[src/rtl/pscan_pkg.sv]
// pscan_pkg -- shared types and constants for the pattern scan arbiter.
//
// Contents:
//   arb_state_t : arbiter FSM states (IDLE -> SHIFT -> FLUSH -> DONE)
//   det_state_t : serial 1010 Moore detector states S0..S4
//                 (S0 = nothing seen, S1 = "1", S2 = "10", S3 = "101",
//                  S4 = "1010" complete)
//   PATTERN     : the searched bit pattern, first bit in PATTERN[3]
package pscan_pkg;

  typedef enum logic [1:0] {
    ST_IDLE,
    ST_SHIFT,
    ST_FLUSH,
    ST_DONE
  } arb_state_t;

  typedef enum logic [2:0] {
    S0,
    S1,
    S2,
    S3,
    S4
  } det_state_t;

  localparam logic [3:0] PATTERN = 4'b1010;

endpackage

[src/rtl/pattern_det.sv]
// pattern_det -- serial Moore detector for the bit pattern 1010.
//
// Ports:
//   clk     : rising-edge clock
//   reset_n : asynchronous active-low reset, detector returns to S0
//   clr     : synchronous clear to S0 (takes priority over in)
//   in      : serial input bit, one per clock
//   hit     : high while the detector sits in its match state S4
//
// Configuration macro PSCAN_OVERLAP_EN:
//   undefined : non-overlapping, after a match the search restarts from
//               scratch so no bit is shared between two matches
//   defined   : overlapping, after a match the trailing "10" is reused
module pattern_det
  import pscan_pkg::*;
(
  input  logic clk,
  input  logic reset_n,
  input  logic clr,
  input  logic in,
  output logic hit
);

  det_state_t state;
  det_state_t next_state;

  always_ff @(posedge clk or negedge reset_n) begin
    if (!reset_n) begin
      state <= S0;
    end else if (clr) begin
      state <= S0;
    end else begin
      state <= next_state;
    end
  end

  // The fall-back states on a wrong bit are specific to 1010: a stray "1"
  // in S1 or S3 is itself the start of a new candidate, so we land in S1.
  always_comb begin
    next_state = S0;
    case (state)
      S0: next_state = (in == PATTERN[3]) ? S1 : S0;
      S1: next_state = (in == PATTERN[2]) ? S2 : S1;
      S2: next_state = (in == PATTERN[1]) ? S3 : S0;
      S3: next_state = (in == PATTERN[0]) ? S4 : S1;
`ifdef PSCAN_OVERLAP_EN
      // Behave as if sitting in S2: the trailing "10" starts the next match.
      S4: next_state = (in == PATTERN[1]) ? S3 : S0;
`else
      // Behave as if sitting in S0: the matched bits are consumed.
      S4: next_state = (in == PATTERN[3]) ? S1 : S0;
`endif
      default: next_state = S0;
    endcase
  end

  assign hit = (state == S4);

endmodule

[src/rtl/pattern_scan_arb.sv]
// pattern_scan_arb -- round-robin arbiter sharing one serial 1010 detector
// among NREQ requesters. The granted requester's DW-bit word is captured and
// shifted MSB-first through the detector; the number of matches is reported
// with a one-cycle done pulse.
//
// Parameters:
//   NREQ : number of requesters (2..8)
//   DW   : bits per scanned word (8..32, even)
//
// Ports:
//   clk       : rising-edge clock
//   reset_n   : asynchronous active-low reset
//   req       : per-requester scan request (level), bit i = requester i
//   data      : requester i word on data[i*DW +: DW]
//   gnt       : one-hot grant, held for the whole scan including DONE
//   busy      : high whenever the FSM is not IDLE
//   done      : one-cycle completion pulse
//   done_id   : index of the finished requester, valid with done
//   match_cnt : number of 1010 matches in the scanned word, valid with done
//
// Configuration macro PSCAN_OVERLAP_EN selects overlapping detection inside
// pattern_det; timing is identical either way.
module pattern_scan_arb
  import pscan_pkg::*;
#(
  parameter int NREQ = 4,
  parameter int DW   = 8
) (
  input  logic                    clk,
  input  logic                    reset_n,
  input  logic [NREQ-1:0]         req,
  input  logic [NREQ*DW-1:0]      data,
  output logic [NREQ-1:0]         gnt,
  output logic                    busy,
  output logic                    done,
  output logic [$clog2(NREQ)-1:0] done_id,
  output logic [$clog2(DW)-1:0]   match_cnt
);

  localparam int IW = $clog2(NREQ);
  localparam int CW = $clog2(DW);

  arb_state_t    state;
  arb_state_t    next_state;
  logic [IW-1:0] prio;
  logic [IW-1:0] win_idx;
  logic          win_valid;
  int            rr_idx;
  logic [IW-1:0] cur_id;
  logic [DW-1:0] shreg;
  logic [CW-1:0] bit_cnt;
  logic [CW-1:0] cnt;
  logic          det_clr;
  logic          hit;

  // Round-robin pick: scan from prio (one past the last winner) upward with
  // wrap-around; the first requesting index wins.
  always_comb begin
    win_valid = 1'b0;
    win_idx   = '0;
    rr_idx    = 0;
    for (int k = 0; k < NREQ; k++) begin
      rr_idx = int'(prio) + k;
      if (rr_idx >= NREQ) begin
        rr_idx = rr_idx - NREQ;
      end
      if (!win_valid && req[IW'(rr_idx)]) begin
        win_valid = 1'b1;
        win_idx   = IW'(rr_idx);
      end
    end
  end

  always_ff @(posedge clk or negedge reset_n) begin
    if (!reset_n) begin
      state <= ST_IDLE;
    end else begin
      state <= next_state;
    end
  end

  // SHIFT presents DW bits; FLUSH gives the detector one extra cycle so a
  // match completed by the last bit is still seen in S4 and counted.
  always_comb begin
    next_state = state;
    case (state)
      ST_IDLE:  next_state = win_valid ? ST_SHIFT : ST_IDLE;
      ST_SHIFT: next_state = (bit_cnt == CW'(DW - 1)) ? ST_FLUSH : ST_SHIFT;
      ST_FLUSH: next_state = ST_DONE;
      ST_DONE:  next_state = ST_IDLE;
      default:  next_state = ST_IDLE;
    endcase
  end

  // Grant, capture and counting datapath. Inputs are only looked at in IDLE,
  // so req/data activity during a scan has no effect.
  always_ff @(posedge clk or negedge reset_n) begin
    if (!reset_n) begin
      gnt     <= '0;
      prio    <= '0;
      cur_id  <= '0;
      shreg   <= '0;
      bit_cnt <= '0;
      cnt     <= '0;
    end else begin
      case (state)
        ST_IDLE: begin
          if (win_valid) begin
            gnt     <= NREQ'(1) << win_idx;
            prio    <= (win_idx == IW'(NREQ - 1)) ? '0 : win_idx + 1'b1;
            cur_id  <= win_idx;
            shreg   <= data[win_idx*DW +: DW];
            bit_cnt <= '0;
            cnt     <= '0;
          end
        end
        ST_SHIFT: begin
          shreg   <= shreg << 1;
          bit_cnt <= bit_cnt + 1'b1;
          if (hit) begin
            cnt <= cnt + 1'b1;
          end
        end
        ST_FLUSH: begin
          if (hit) begin
            cnt <= cnt + 1'b1;
          end
        end
        ST_DONE: begin
          gnt <= '0;
        end
        default: begin
          gnt <= '0;
        end
      endcase
    end
  end

  // The detector is cleared on the grant edge so SHIFT starts from S0.
  assign det_clr = (state == ST_IDLE) && win_valid;

  pattern_det u_det (
    .clk     (clk),
    .reset_n (reset_n),
    .clr     (det_clr),
    .in      (shreg[DW-1]),
    .hit     (hit)
  );

  assign busy      = (state != ST_IDLE);
  assign done      = (state == ST_DONE);
  assign done_id   = cur_id;
  assign match_cnt = cnt;

endmodule

[config.mk]
export PLATFORM = sky130hd
export DESIGN_NAME = pattern_scan_arb
export DESIGN_NICKNAME = d
export VERILOG_FILES = /design/src/rtl/pscan_pkg.sv /design/src/rtl/pattern_det.sv /design/src/rtl/pattern_scan_arb.sv
export SDC_FILE = /design/constraint.sdc
export NUM_CORES = 1
export LEC_CHECK = 0
export BUFFER_PORTS_ARGS = -buffer_cell sky130_fd_sc_hd__buf_4
export CAP_MARGIN = 20
export CORE_ASPECT_RATIO = 1.25
export CORE_MARGIN = 4
export CORE_UTILIZATION = 55
export CTS_CLUSTER_DIAMETER = 50
export DETAILED_ROUTE_END_ITERATION = 7
export GPL_ROUTABILITY_DRIVEN = 0
export PLACE_DENSITY = 0.84
export SYNTH_ARGS = -nofsm -noshare
export SYNTH_HDL_FRONTEND = slang
export SYNTH_SLANG_ARGS = --single-unit
[constraint.sdc]
create_clock -name clk -period 3.14 [get_ports clk]
set_input_delay 0.628 -clock clk [delete_from_list [all_inputs] [get_ports clk]]
set_output_delay 0.628 -clock clk [all_outputs]
set_load 0.05 [all_outputs]
; Word-level counts from Yosys, hierarchy flattened
; Cells that the tools add are included.
[classes]
reduce_logical = 19
n_lt_le_gt_ge = 8
muxes = 42
n_eq_ne = 11
n_shift = 2
addsub = 10
[ops]
columns = operator, n
row1 = variable part select 32 x 6 -> 8 bit, 1
row2 = two-way mux 2 bit, 12
row3 = "< comparator 2 x 4 -> 1 bit, second input constant", 4
row4 = one-hot mux 8 bit (2 select lines), 1
row5 = two-way mux 1 bit, 14
row6 = two-way mux 3 bit, 4
row7 = one-hot mux 3 bit (2 select lines), 2
row8 = one-hot mux 3 bit (4 select lines), 1
row9 = "greater-or-equal comparator 3 bit, second input constant", 3
row10 = binary-select mux 1 bit (select 2 bit), 4
row11 = two-way mux 8 bit, 1
row12 = one-hot mux 2 bit (4 select lines), 1
row13 = one-hot mux 4 bit (2 select lines), 1
row14 = nonzero test 2 bit, 4
row15 = "subtractor 2 x 1 -> 2 bit, second input constant", 4
row16 = "adder 2 x 2 -> 3 bit, second input constant", 2
row17 = "adder 3 x 1 -> 3 bit, second input constant", 2
row18 = "equality test 2 bit, second input constant", 3
row19 = "equality test 3 x 2 -> 1 bit, second input constant", 2
row20 = "equality test 3 bit, second input constant", 2
row21 = AND reduction 2 bit, 3
row22 = logical AND 1 bit, 4
row23 = two-way mux 4 bit, 1
row24 = OR reduction 2 bit, 2
row25 = 12 further kinds, 14
[word_totals]
out_inout_bits = 11
word_cells = 100
inputBits = 38
regBits = 27

; Logic depth before layout (Yosys ltp)
[depth]
word_depth = 18
ltp_mapped = 9
ltp_nobuf = 7

; Hierarchy
; A second synthesis with hierarchy kept.
[unflattened]
cells_unflattened = 150
hier_area_um2 = 1620.3
[modules_own_cells]
columns = module, cells_each, seq_area_each_um2, area_each_um2, n_inst
row1 = pattern_scan_arb, 139, 600.6, 1485.2, 1
row2 = pattern_det, 11, 75.1, 135.1, 1

; Worst setup path after synthesis
; No wires, ideal clock.
[synth_path]
kind = register to register
startpoint = reg state[0]
endpoint = reg cur_id[1], in the netlist done_id[1]
setup_time_ps = 125
period_less_slack_ps = 2243
t_required_ps = 3015
path_buffers = 0
stages_incl_launch_ff = 6
t_arrival_ps = 2118
path_slack_ps = 897
cell_sequence = dfrtp_1 > inv_1 > ha_1 > clkinv_1 > nor2_1 > mux2_2
[synth_between]
elab_chain_cells = 2
[synth_rtl]
columns = element, line_no
row1 = from (decl), pattern_scan_arb.sv:43  ; arb_state_t state;
row2 = from (signal assigned), pattern_scan_arb.sv:78  ; state <= next_state;
row3 = zero test 2 bit, pattern_scan_arb.sv:106  ; case (state)
row4 = AND reduction 2 bit (no line), -
row5 = to (signal assigned), pattern_scan_arb.sv:111  ; cur_id <= win_idx;
row6 = to (decl), pattern_scan_arb.sv:49  ; logic [IW-1:0] cur_id;
; Every way passes these cells.
; A chain may end at the register's enable or synchronous reset.

; Worst setup path in the final report
[layout_path]
startpoint = reg state[0]
endpoint = out busy
[layout_between]
elab_chain_cells = 1
[layout_rtl]
columns = element, line_no
row1 = nonzero test 2 bit, pattern_scan_arb.sv:150  ; assign busy = (state != ST_IDLE);
row2 = to (decl), pattern_scan_arb.sv:34  ; output logic busy,
; Every way passes these cells.

==> flow_summary.toml <==
[clock_tree]
numCtsBuffers = 3
cts_tree = "done"
clock_tree.buffer_depth = 2
cts_sinks = 27
cts_resized = 0
ctsHtreeMaxLevel = 1
clk_latency_ns = 0.33
postCtsHoldBufs = 0
clockRootBuffer = "clkbuf_4"
clk_pin_slew_ns = 0.14
post_cts_buffers = 0

[synth]
syn_nets = 218
synth_top_area_share_pct = 40.0
syn_avg_cell_area_um2 = 10.1
synth_area_um2 = 1690
synthTopCellsByArea = "dfrtp_1, mux2i_1, ha_1"
synthFlopType = "dfrtp_1"
ys_async_sr_fraction_pct = 100
synthCells = 168
yosys-top-cells-count = "dfrtp_1, mux2i_1, nand2_1, nor2_1"
synth_area_leader_cell = "dfrtp_1"
synth-edff-count = 0
synth_most_common_cell = "dfrtp_1"
synth-seq-area-share_pct = 40.0
yosysUniqueCellTypes = 31
synth_seq_cells = 27
yosysWarnings = 0

[setup_path]
arrival_ns = 1.71
cp_max_fo = 9
cpMaxStageDelayCell = "dfrtp_1"
cp-end-kind = "output pin"
max_stage_delay_ns = 0.45
required_ns = 2.51
criticalPathCategory = "reg -> out"
path_cells = "inv_1, ha_1, clkinv_1, buf_4"
critPathLaunchType = "flip-flop"
r2r_cells = 5

[pwr]
combPwrFrac_pct = 57.0
p_leak_nw = 1.05
intPower_mw = 0.949
p_switching_mw = 0.846
swShare_pct = 47.1
clkPwrFrac_pct = 8.4
p_per_area_nw_per_um2 = 865
seqPwrFrac_pct = 34.6
ir_drop_mv = 0.504

[layout]
nNetsFinal = 267
diodes = 0
drive_above_1_share_pct = 29.2
area_growth_pct = 22.9

[detailed_routing]
drt-wirelength-per-cell_um = 15.4
remaining_drc_errors = 0
firstDrtPassIters = 4
vias = 1443
wirelength_mm = 3.87
drt_iter0_drc = 66
ant_nets = 0
routed_via_density = 5.73

[sta]
rsz0062_at_grt = "no"
fmax_mhz = 429
setup_violations = 0
max_slew_margin_pct = 49.5
post-route-period-util_pct = 74.3
maxSlewViolCount = 0
hold_viol = 0
tightestPinTransition_ns = 0.757
fin_crit_ns = 2.33
skew_ns = 0.00600
setup_tns_ns = 0
worst_hold_slack_ns = 0.175

[global_routing]
first_global_vias = 1438
grt_pass1_wl_mm = 6.24
grt_remaining_overflow = 0
grt_antenna_before_repair = 0
grt_usage_pct = 19.5
grt_max_degree = 28

[min_path]
hp-class = "in -> async"

[die]
die_h_um = 70.0
start_util_pct = 57.3
fp-row-count = 22
fp.dieW_um = 57.6
ios = 49
fp.dieArea_um2 = 4030
core_area_um2 = 2950

[job]
maxCapViolCount = 0

[status]
outcome = "finished clean"

[place]
dp_hpwl_mm = 3.10
port_buffers = 48
==> through the flow <==
step / utilization [%] / area, um^2 / power (mW) / cells / setup slack [ns]
global placement: 69.5 / 2050 / 1.58 / 248 / 0.724
floorplan: - / 1690 / 1.41 / 168 / 0.897
CTS: 70.5 / 2080 / 1.80 / 252 / 0.810
finish: 70.5 / 2080 / 1.79 / 252 / 0.807
global route: 70.5 / 2080 / 1.93 / 252 / 0.639
detailed placement: 69.5 / 2050 / 1.66 / 248 / 0.638
==> state kept, by name, summed over array words and instances, names as in the netlist, named ones only <==
| name | count |
|---|---|
| shreg | 8 |
| state | 1 |
| prio | 2 |
| bit_cnt | 3 |
| match_cnt | 3 |
| u_det.state | 3 |
| done_id | 2 |
| gnt | 4 |
==> layer usage <==
layer  track usage [%]  part of all wire, %  wire length (um)  up-vias
met5                 0                    0                 0        -
met1              21.1                   37              1440      693
met4              8.76                  2.5                97        0
met3              2.77                  5.1               198       10
met2              36.3                   55              2130       48
li1                  -                    -                 -      692
==> power groups by stage <==
stage	Clock, mW	Combinational (mW)	Sequential (mW)
3_3_place_gp	0	0.971	0.610
4_1_cts	0.150	1.03	0.620
6_report	0.150	1.02	0.621
5_1_grt	0.162	1.13	0.639
3_5_place_dp	0	1.03	0.626
2_1_floorplan	0	0.650	0.761
==> path summary, 6_finish.rpt <==
kind,slack (ns),end,start
max,0.81,busy,state[0]
min,0.17,match_cnt[0],reset_n
max reg2reg,0.82,shreg[3],flip-flop
min reg2reg,0.50,bit_cnt[2],bit_cnt[2]
max in group asynchronous,2.70,u_det.state[0],reset_n
min in group clk,0.50,bit_cnt[2],bit_cnt[2]
==> critical path, delay by kind of cell (launching register included) <==
kind / cells / cell delay, ns
fa+ha+maj: 1 / 0.26
flops: 1 / 0.45
buf+inv: 3 / 0.66
==> cell usage in the layout (no fill, tap or decap), types with 3 or more instances in the layout <==
cell type,netlist,layout
nor2_1,16,16
a221o_1,7,7
clkbuf_4,0,3
o21ai_0,12,12
inv_1,8,8
mux2i_1,25,25
a22oi_1,4,4
nand2_1,23,23
a21oi_1,6,6
nor3_1,3,3
ha_1,12,12
dfrtp_1,27,27
buf_4,1,50
==> logic make-up after synthesis <==
group | after synthesis | synth area share [%]
adders and majority gates | 12 | 8.89
DFF | 27 | 40.0
and+or+nand+nor | 50 | 12.8
AOI/OAI and AO/OA | 37 | 16.1
buffers and inverters | 15 | 6.00
muxes | 27 | 16.1
==> final cells by class <==
| cell class | instances | area (um^2) |
|---|---|---|
| Timing Repair Buffer | 50 | 375 |
| Inverter | 9 | 33.8 |
| Tap cell | 36 | 45.0 |
| Fill cell | 213 | 870 |
| Clock inverter | 1 | 5.00 |
| Sequential cell | 27 | 676 |
| Clock buffer | 3 | 22.5 |
| Multi-Input combinational cell | 126 | 918 |
No activity file was read; power rests on OpenSTA's default activity.
